**src/rtl/stat_scanner_if.sv**
```systemverilog
// Bus bundle between the stats sweeper and its environment: sweep control,
// the read-and-clear port toward the stats RAM, and the result stream.
interface stat_scanner_if #(
  parameter int A_WIDTH = 10,
  parameter int D_WIDTH = 32
);
  logic                       start_i;
  logic [A_WIDTH-1:0]         first_flow_i;
  logic [A_WIDTH-1:0]         last_flow_i;
  logic                       busy_o;
  logic                       rd_stb_o;
  logic [A_WIDTH-1:0]         rd_flow_num_o;
  logic [D_WIDTH-1:0]         rd_data_i;
  logic                       rd_data_val_i;
  logic                       out_valid_o;
  logic                       out_ready_i;
  logic [A_WIDTH-1:0]         out_flow_o;
  logic [D_WIDTH-1:0]         out_data_o;
  logic                       out_err_o;
  logic [D_WIDTH+A_WIDTH-1:0] total_o;
  logic                       done_o;

  modport master (
    input  start_i, first_flow_i, last_flow_i,
    input  rd_data_i, rd_data_val_i, out_ready_i,
    output busy_o, rd_stb_o, rd_flow_num_o,
    output out_valid_o, out_flow_o, out_data_o, out_err_o,
    output total_o, done_o
  );

  modport slave (
    output start_i, first_flow_i, last_flow_i,
    output rd_data_i, rd_data_val_i, out_ready_i,
    input  busy_o, rd_stb_o, rd_flow_num_o,
    input  out_valid_o, out_flow_o, out_data_o, out_err_o,
    input  total_o, done_o
  );
endinterface

```
**src/rtl/stat_scanner.sv**
```systemverilog
// Sweeps a (possibly wrapping) range of flow counters: read-and-clear each one,
// stream (flow, value) beats downstream and accumulate a sweep total.
module stat_scanner #(
  parameter int A_WIDTH = 10,
  parameter int D_WIDTH = 32,
  parameter int TIMEOUT = 15
) (
  input logic            clk_i,
  input logic            rst_i,
  stat_scanner_if.master bus
);
  localparam int T_WIDTH = 8;
  localparam int S_WIDTH = D_WIDTH + A_WIDTH;

  typedef enum logic [2:0] {
    S_IDLE,
    S_REQ,
    S_WAIT,
    S_PUSH,
    S_DONE
  } state_e;

  state_e               state_q, state_d;
  logic [A_WIDTH-1:0]   cur_q, cur_d;
  logic [A_WIDTH-1:0]   last_q, last_d;
  logic [T_WIDTH-1:0]   timer_q, timer_d;
  logic                 busy_q, busy_d;
  logic                 rd_stb_q, rd_stb_d;
  logic                 out_valid_q, out_valid_d;
  logic [A_WIDTH-1:0]   out_flow_q, out_flow_d;
  logic [D_WIDTH-1:0]   out_data_q, out_data_d;
  logic                 out_err_q, out_err_d;
  logic [S_WIDTH-1:0]   total_q, total_d;
  logic                 done_q, done_d;

  always_ff @(posedge clk_i) begin
    if (rst_i) begin
      state_q     <= S_IDLE;
      cur_q       <= '0;
      last_q      <= '0;
      timer_q     <= '0;
      busy_q      <= 1'b0;
      rd_stb_q    <= 1'b0;
      out_valid_q <= 1'b0;
      out_flow_q  <= '0;
      out_data_q  <= '0;
      out_err_q   <= 1'b0;
      total_q     <= '0;
      done_q      <= 1'b0;
    end else begin
      state_q     <= state_d;
      cur_q       <= cur_d;
      last_q      <= last_d;
      timer_q     <= timer_d;
      busy_q      <= busy_d;
      rd_stb_q    <= rd_stb_d;
      out_valid_q <= out_valid_d;
      out_flow_q  <= out_flow_d;
      out_data_q  <= out_data_d;
      out_err_q   <= out_err_d;
      total_q     <= total_d;
      done_q      <= done_d;
    end
  end

  // Outputs are computed one state ahead so every port comes straight from a flop.
  always_comb begin
    state_d     = state_q;
    cur_d       = cur_q;
    last_d      = last_q;
    timer_d     = timer_q;
    busy_d      = busy_q;
    rd_stb_d    = 1'b0;
    out_valid_d = out_valid_q;
    out_flow_d  = out_flow_q;
    out_data_d  = out_data_q;
    out_err_d   = out_err_q;
    total_d     = total_q;
    done_d      = 1'b0;

    unique case (state_q)
      S_IDLE: begin
        if (bus.start_i) begin
          cur_d    = bus.first_flow_i;
          last_d   = bus.last_flow_i;
          total_d  = '0;
          busy_d   = 1'b1;
          rd_stb_d = 1'b1;
          state_d  = S_REQ;
        end
      end
      S_REQ: begin
        timer_d = '0;
        state_d = S_WAIT;
      end
      S_WAIT: begin
        if (bus.rd_data_val_i) begin
          out_data_d  = bus.rd_data_i;
          out_err_d   = 1'b0;
          out_flow_d  = cur_q;
          out_valid_d = 1'b1;
          state_d     = S_PUSH;
        end else if (timer_q == T_WIDTH'(TIMEOUT - 1)) begin
          // TIMEOUT silent WAIT cycles elapsed: emit a zero beat flagged as error
          out_data_d  = '0;
          out_err_d   = 1'b1;
          out_flow_d  = cur_q;
          out_valid_d = 1'b1;
          state_d     = S_PUSH;
        end else begin
          timer_d = timer_q + 1'b1;
        end
      end
      S_PUSH: begin
        if (bus.out_ready_i) begin
          out_valid_d = 1'b0;
          total_d     = total_q + S_WIDTH'(out_data_q);
          if (cur_q == last_q) begin
            done_d  = 1'b1;
            state_d = S_DONE;
          end else begin
            cur_d    = cur_q + 1'b1;
            rd_stb_d = 1'b1;
            state_d  = S_REQ;
          end
        end
      end
      S_DONE: begin
        busy_d  = 1'b0;
        state_d = S_IDLE;
      end
      default: state_d = S_IDLE;
    endcase
  end

  assign bus.busy_o        = busy_q;
  assign bus.rd_stb_o      = rd_stb_q;
  assign bus.rd_flow_num_o = cur_q;
  assign bus.out_valid_o   = out_valid_q;
  assign bus.out_flow_o    = out_flow_q;
  assign bus.out_data_o    = out_data_q;
  assign bus.out_err_o     = out_err_q;
  assign bus.total_o       = total_q;
  assign bus.done_o        = done_q;
endmodule

```
**src/flat_wrapper.sv**
```systemverilog
// flat-port wrapper written by rule: the top's interface ports become plain ports
module stat_scanner_flat 
#(
  parameter int A_WIDTH = 10,
  parameter int D_WIDTH = 32,
  parameter int TIMEOUT = 15
)
  (clk_i, rst_i, bus_start_i, bus_first_flow_i, bus_last_flow_i, bus_rd_data_i, bus_rd_data_val_i, bus_out_ready_i, bus_busy_o, bus_rd_stb_o, bus_rd_flow_num_o, bus_out_valid_o, bus_out_flow_o, bus_out_data_o, bus_out_err_o, bus_total_o, bus_done_o);
  stat_scanner_if #(.A_WIDTH(A_WIDTH), .D_WIDTH(D_WIDTH)) bus_i ();
  input logic clk_i;
  input logic rst_i;
  input wire logic [$bits(bus_i.start_i)-1:0] bus_start_i;
  input wire logic [$bits(bus_i.first_flow_i)-1:0] bus_first_flow_i;
  input wire logic [$bits(bus_i.last_flow_i)-1:0] bus_last_flow_i;
  input wire logic [$bits(bus_i.rd_data_i)-1:0] bus_rd_data_i;
  input wire logic [$bits(bus_i.rd_data_val_i)-1:0] bus_rd_data_val_i;
  input wire logic [$bits(bus_i.out_ready_i)-1:0] bus_out_ready_i;
  output wire logic [$bits(bus_i.busy_o)-1:0] bus_busy_o;
  output wire logic [$bits(bus_i.rd_stb_o)-1:0] bus_rd_stb_o;
  output wire logic [$bits(bus_i.rd_flow_num_o)-1:0] bus_rd_flow_num_o;
  output wire logic [$bits(bus_i.out_valid_o)-1:0] bus_out_valid_o;
  output wire logic [$bits(bus_i.out_flow_o)-1:0] bus_out_flow_o;
  output wire logic [$bits(bus_i.out_data_o)-1:0] bus_out_data_o;
  output wire logic [$bits(bus_i.out_err_o)-1:0] bus_out_err_o;
  output wire logic [$bits(bus_i.total_o)-1:0] bus_total_o;
  output wire logic [$bits(bus_i.done_o)-1:0] bus_done_o;
  assign bus_i.start_i = bus_start_i;
  assign bus_i.first_flow_i = bus_first_flow_i;
  assign bus_i.last_flow_i = bus_last_flow_i;
  assign bus_i.rd_data_i = bus_rd_data_i;
  assign bus_i.rd_data_val_i = bus_rd_data_val_i;
  assign bus_i.out_ready_i = bus_out_ready_i;
  assign bus_busy_o = bus_i.busy_o;
  assign bus_rd_stb_o = bus_i.rd_stb_o;
  assign bus_rd_flow_num_o = bus_i.rd_flow_num_o;
  assign bus_out_valid_o = bus_i.out_valid_o;
  assign bus_out_flow_o = bus_i.out_flow_o;
  assign bus_out_data_o = bus_i.out_data_o;
  assign bus_out_err_o = bus_i.out_err_o;
  assign bus_total_o = bus_i.total_o;
  assign bus_done_o = bus_i.done_o;
  stat_scanner #(.A_WIDTH(A_WIDTH), .D_WIDTH(D_WIDTH), .TIMEOUT(TIMEOUT)) u_core (.clk_i(clk_i), .rst_i(rst_i), .bus(bus_i));
endmodule
```
**config.mk**
```make
export PLATFORM = sky130hd
export DESIGN_NAME = stat_scanner_flat
export DESIGN_NICKNAME = d
export VERILOG_FILES = /design/src/rtl/stat_scanner_if.sv /design/src/rtl/stat_scanner.sv /design/src/flat_wrapper.sv
export SDC_FILE = /design/constraint.sdc
export NUM_CORES = 1
export LEC_CHECK = 0
export ABC_AREA = 1
export BUFFER_PORTS_ARGS = -buffer_cell sky130_fd_sc_hd__buf_2
export CAP_MARGIN = 20
export CORE_ASPECT_RATIO = 1.5
export CORE_MARGIN = 2
export CORE_UTILIZATION = 55
export CTS_CLUSTER_SIZE = 14
export DETAILED_ROUTE_END_ITERATION = 10
export PLACE_DENSITY = 0.8
export SKIP_LAST_GASP = 1
export SLEW_MARGIN = 20
export SYNTH_ARGS = -nofsm -noshare
export SYNTH_HDL_FRONTEND = slang
export SYNTH_SLANG_ARGS = --single-unit
```
**constraint.sdc**
```tcl
create_clock -name clk_i -period 4.5 [get_ports clk_i]
set_input_delay 0.225 -clock clk_i [delete_from_list [all_inputs] [get_ports clk_i]]
set_output_delay 0.225 -clock clk_i [all_outputs]
set_load 0.01 [all_outputs]
```
==> metrics.md <==
| Metric | Value |
|---|---|
| WHS | `0.05470 ns` |
| Synth Cell Area | `7742 sq um` |
| Top_reg_cell synth | `dfxtp_1` |
| Post-synthesis cell type count | `43` |
| CP max-delay cell | `nor2_4` |
| DR pass1 iterations | `5` |
| FP Rows | `53` |
| Max incr delay on CP | `0.65 ns` |
| Top cells by area, synth | `dfxtp_1 (31%), nand2_1 (22%), a21oi_1 (9.3%)` |
| CTS tree | `built` |
| Clk Latency, worst-skew pair | `0.42 ns` |
| Clock Tree Buf Depth | `2` |
| RD Place Congestion | `0.9945` |
| Crit Path Category | `register to register` |
| Synthesis-stage register bit count | `120` |
| Count leader, synth | `nand2_1` |
| Area delta synth->final | `18.47%` |
| Family with the most delay on the worst path | `simple AND/OR/NAND/NOR gates` |
| Ys async rst share | `0` |
| Post-DP Area | `8571 sq um` |
| Vias in the first global route | `8087` |
| Initial antenna violation count | `0` |
| Setup Viol. Count Final | `0` |
| Core Footprint | `13860 sq um` |
| CTS Sinks | `120` |
| RSZ-0062 raised after global routing | `no` |
| CTS buffer count | `17` |
| CP startpoint kind | `register` |
| Min Tclk post-route | `2.436 ns` |
| # Post-CTS Setup Buffers | `0` |
| Routed met3 length | `1.280 mm` |
| Final max-slew violation count | `0` |
| Placed Cells incl. Taps | `1555` |
| Met1 Wirelength | `8.790 mm` |
| Mean post-synth cell area | `6.130 sq um` |
| Tightest Pin Transition | `0.8388 ns` |
| Worst vdd ir | `0.3499 mV` |
| Post-synthesis net count | `1356` |
| Final WL | `23.67 mm` |
| Met2 wire len | `12.28 mm` |
| Post-DR wirelength/cell | `14.92 microns` |
| Detail Placement HPWL | `17.89 mm` |
| Relative slew slack | `0.4394` |
| Finished Cell Area | `9173 sq um` |
| Proportion of layout cells with a drive suffix above 1 | `0.1639` |
| Post-route ant nets | `0` |
| Syn Inst Count | `1263` |
| Setup TNS | `0 ns` |
| Initial core utilization | `0.5586` |
| DP Worst Slack | `2.072 ns` |
| Depth of the CTS H-tree | `4` |
| Post-synth top cells | `nand2_1 (445), inv_1 (169), a21oi_1 (144)` |
| Max Cap Viol | `0` |
| Via count | `8450` |
| PwrDens | `399.1 nW/um^2` |
| Filler cell count in the final layout | `1325` |
| Buf/Inv on CP | `2` |
| I/O pin total | `156` |
| Highest metal used | `met4` |
| Worst setup EP type | `register` |
| Crit path cell chain | `nor2_4, nand2_4, nor2_4, inv_2, nand2_2, inv_2, nand2_1, a21oi_1` |
| Arr. time, crit path | `2.69 ns` |
| Status | `completed` |
| Final worst setup slack | `2.064 ns` |
| Pleak | `4.788 nW` |
| Largest net degree at the start of global routing | `78` |
| Synth top area share | `0.3103` |
| Non-Filler Instances | `1587` |
| Gr ovfl total | `0` |
| GRT Util Overall | `0.3206` |
| Root Buffer | `clkbuf_16` |
| Cell taking the most area after synthesis | `dfxtp_1` |
| Register area | `2402 sq um` |
| Fin Clk Skew | `0.009342 ns` |
| Final Cycle Share | `0.5414` |
| Post-synthesis sequential area ratio | `0.3103` |
| DIE HEIGHT | `149.3 microns` |
| DR iter-0 viols | `391` |
| Die ar. | `15060 sq um` |
| Via/cell ratio | `5.325` |
| Port bufs | `155` |
| DRC | `0` |
| Nets@finish | `1502` |
| Post-synth EDFFs | `0` |
| Global-route wire length before repair | `38.11 mm` |
| Hold_buf cts | `0` |
| Reg clk slew, reported paths | `0.06 ns` |
| Die width | `100.9 microns` |
| Highest Clock Rate | `0.4104 GHz` |
| Crit path required time | `4.76 ns` |
| Crit Path Max Fanout | `35` |
| Final hold violation count | `0` |
| Yosys warnings | `0` |
| Area of the multi-input gates | `4488 sq um` |
| ANT cells | `0` |
| Worst Hold Class | `input pin to register` |
| Post_cts resized | `0` |
## logic make-up (layout without fill, tap and decap cells)
family	Yosys count	count (layout)	share of synthesized area
adders and majority gates	36	36	0.05915
AOI/OAI and AO/OA	209	209	0.1401
DFF	120	120	0.3103
buffers and inverters	212	371	0.1101
xor gates and xnor gates	5	5	0.005656
and+or+nand+nor	681	681	0.3748
## registers in the layout, indices dropped and copies added (netlist names), 3 cells and up
signal                    cells
u_core.bus.total_o           42
u_core.bus.out_data_o        32
u_core.bus.out_flow_o        10
u_core.bus.rd_flow_num_o     10
u_core.last_q                10
u_core.timer_q                8
u_core.state_q                3
## cell type report
| cell class | count | area share |
|---|---|---|
| clock inverters | 14 | 0.01773 |
| multi-input cells | 931 | 0.4893 |
| flip-flops and latches | 120 | 0.2619 |
| inverters | 182 | 0.07448 |
| clock buffers | 18 | 0.04788 |
| well taps | 165 | 0.02251 |
| repair buffers | 157 | 0.08621 |
## metal layers
metal	vias up	GRT usage
met4	0	0.1877
met1	3798	0.3298
met2	282	0.5887
met5	-	0
li1	4294	-
met3	76	0.06279
## through the flow
stage | power (mW) | utilization
final | 3.661 | 0.6618
after global routing | 3.834 | 0.6618
after CTS | 3.659 | 0.6618
after detailed placement | 2.260 | 0.6184
after global placement | 2.241 | 0.6184
after floorplan | 2.011 | -
## tightest hold or removal path, stage by stage
cell and delay [ns]:
buf_2 0.09, nand2_1 0.05, a21oi_1 0.05
## final timing paths
check,end,cells past startpoint,slack (ns),start
max,u_core.bus.out_data_o[6]$_SDFFE_PP0P_,8,2.06,u_core.state_q[2]$_SDFFE_PP0P_
min,u_core.bus.out_data_o[17]$_SDFFE_PP0P_,3,0.05,bus_rd_data_i[17]
max reg2reg,u_core.bus.out_data_o[6]$_SDFFE_PP0P_,8,2.06,u_core.state_q[2]$_SDFFE_PP0P_
min reg2reg,u_core.last_q[8]$_SDFFE_PP0P_,2,0.47,u_core.last_q[8]$_SDFFE_PP0P_
## layout by cell type, fill, tap and decap left out, types with 7 or more instances in the layout
| master | netlist | layout |
|---|---|---|
| a21oi_1 | 144 | 144 |
| buf_2 | 9 | 155 |
| clkbuf_16 | 0 | 17 |
| dfxtp_1 | 120 | 120 |
| ha_1 | 35 | 35 |
| inv_1 | 169 | 169 |
| inv_2 | 11 | 11 |
| nand2_1 | 445 | 445 |
| nand3_1 | 74 | 74 |
| nand4_1 | 12 | 12 |
| nor2_1 | 99 | 99 |
| nor3_1 | 9 | 9 |
| o21ai_0 | 38 | 38 |
| o21ai_1 | 12 | 12 |
| or2_2 | 7 | 7 |
## report_power, final
part | internal, mW | switching, mW
Sequential | 1.19 | 0.116
Combinational | 0.296 | 0.648
Clock | 0.844 | 0.565
Note: power is estimated with default switching activity, not from simulation.
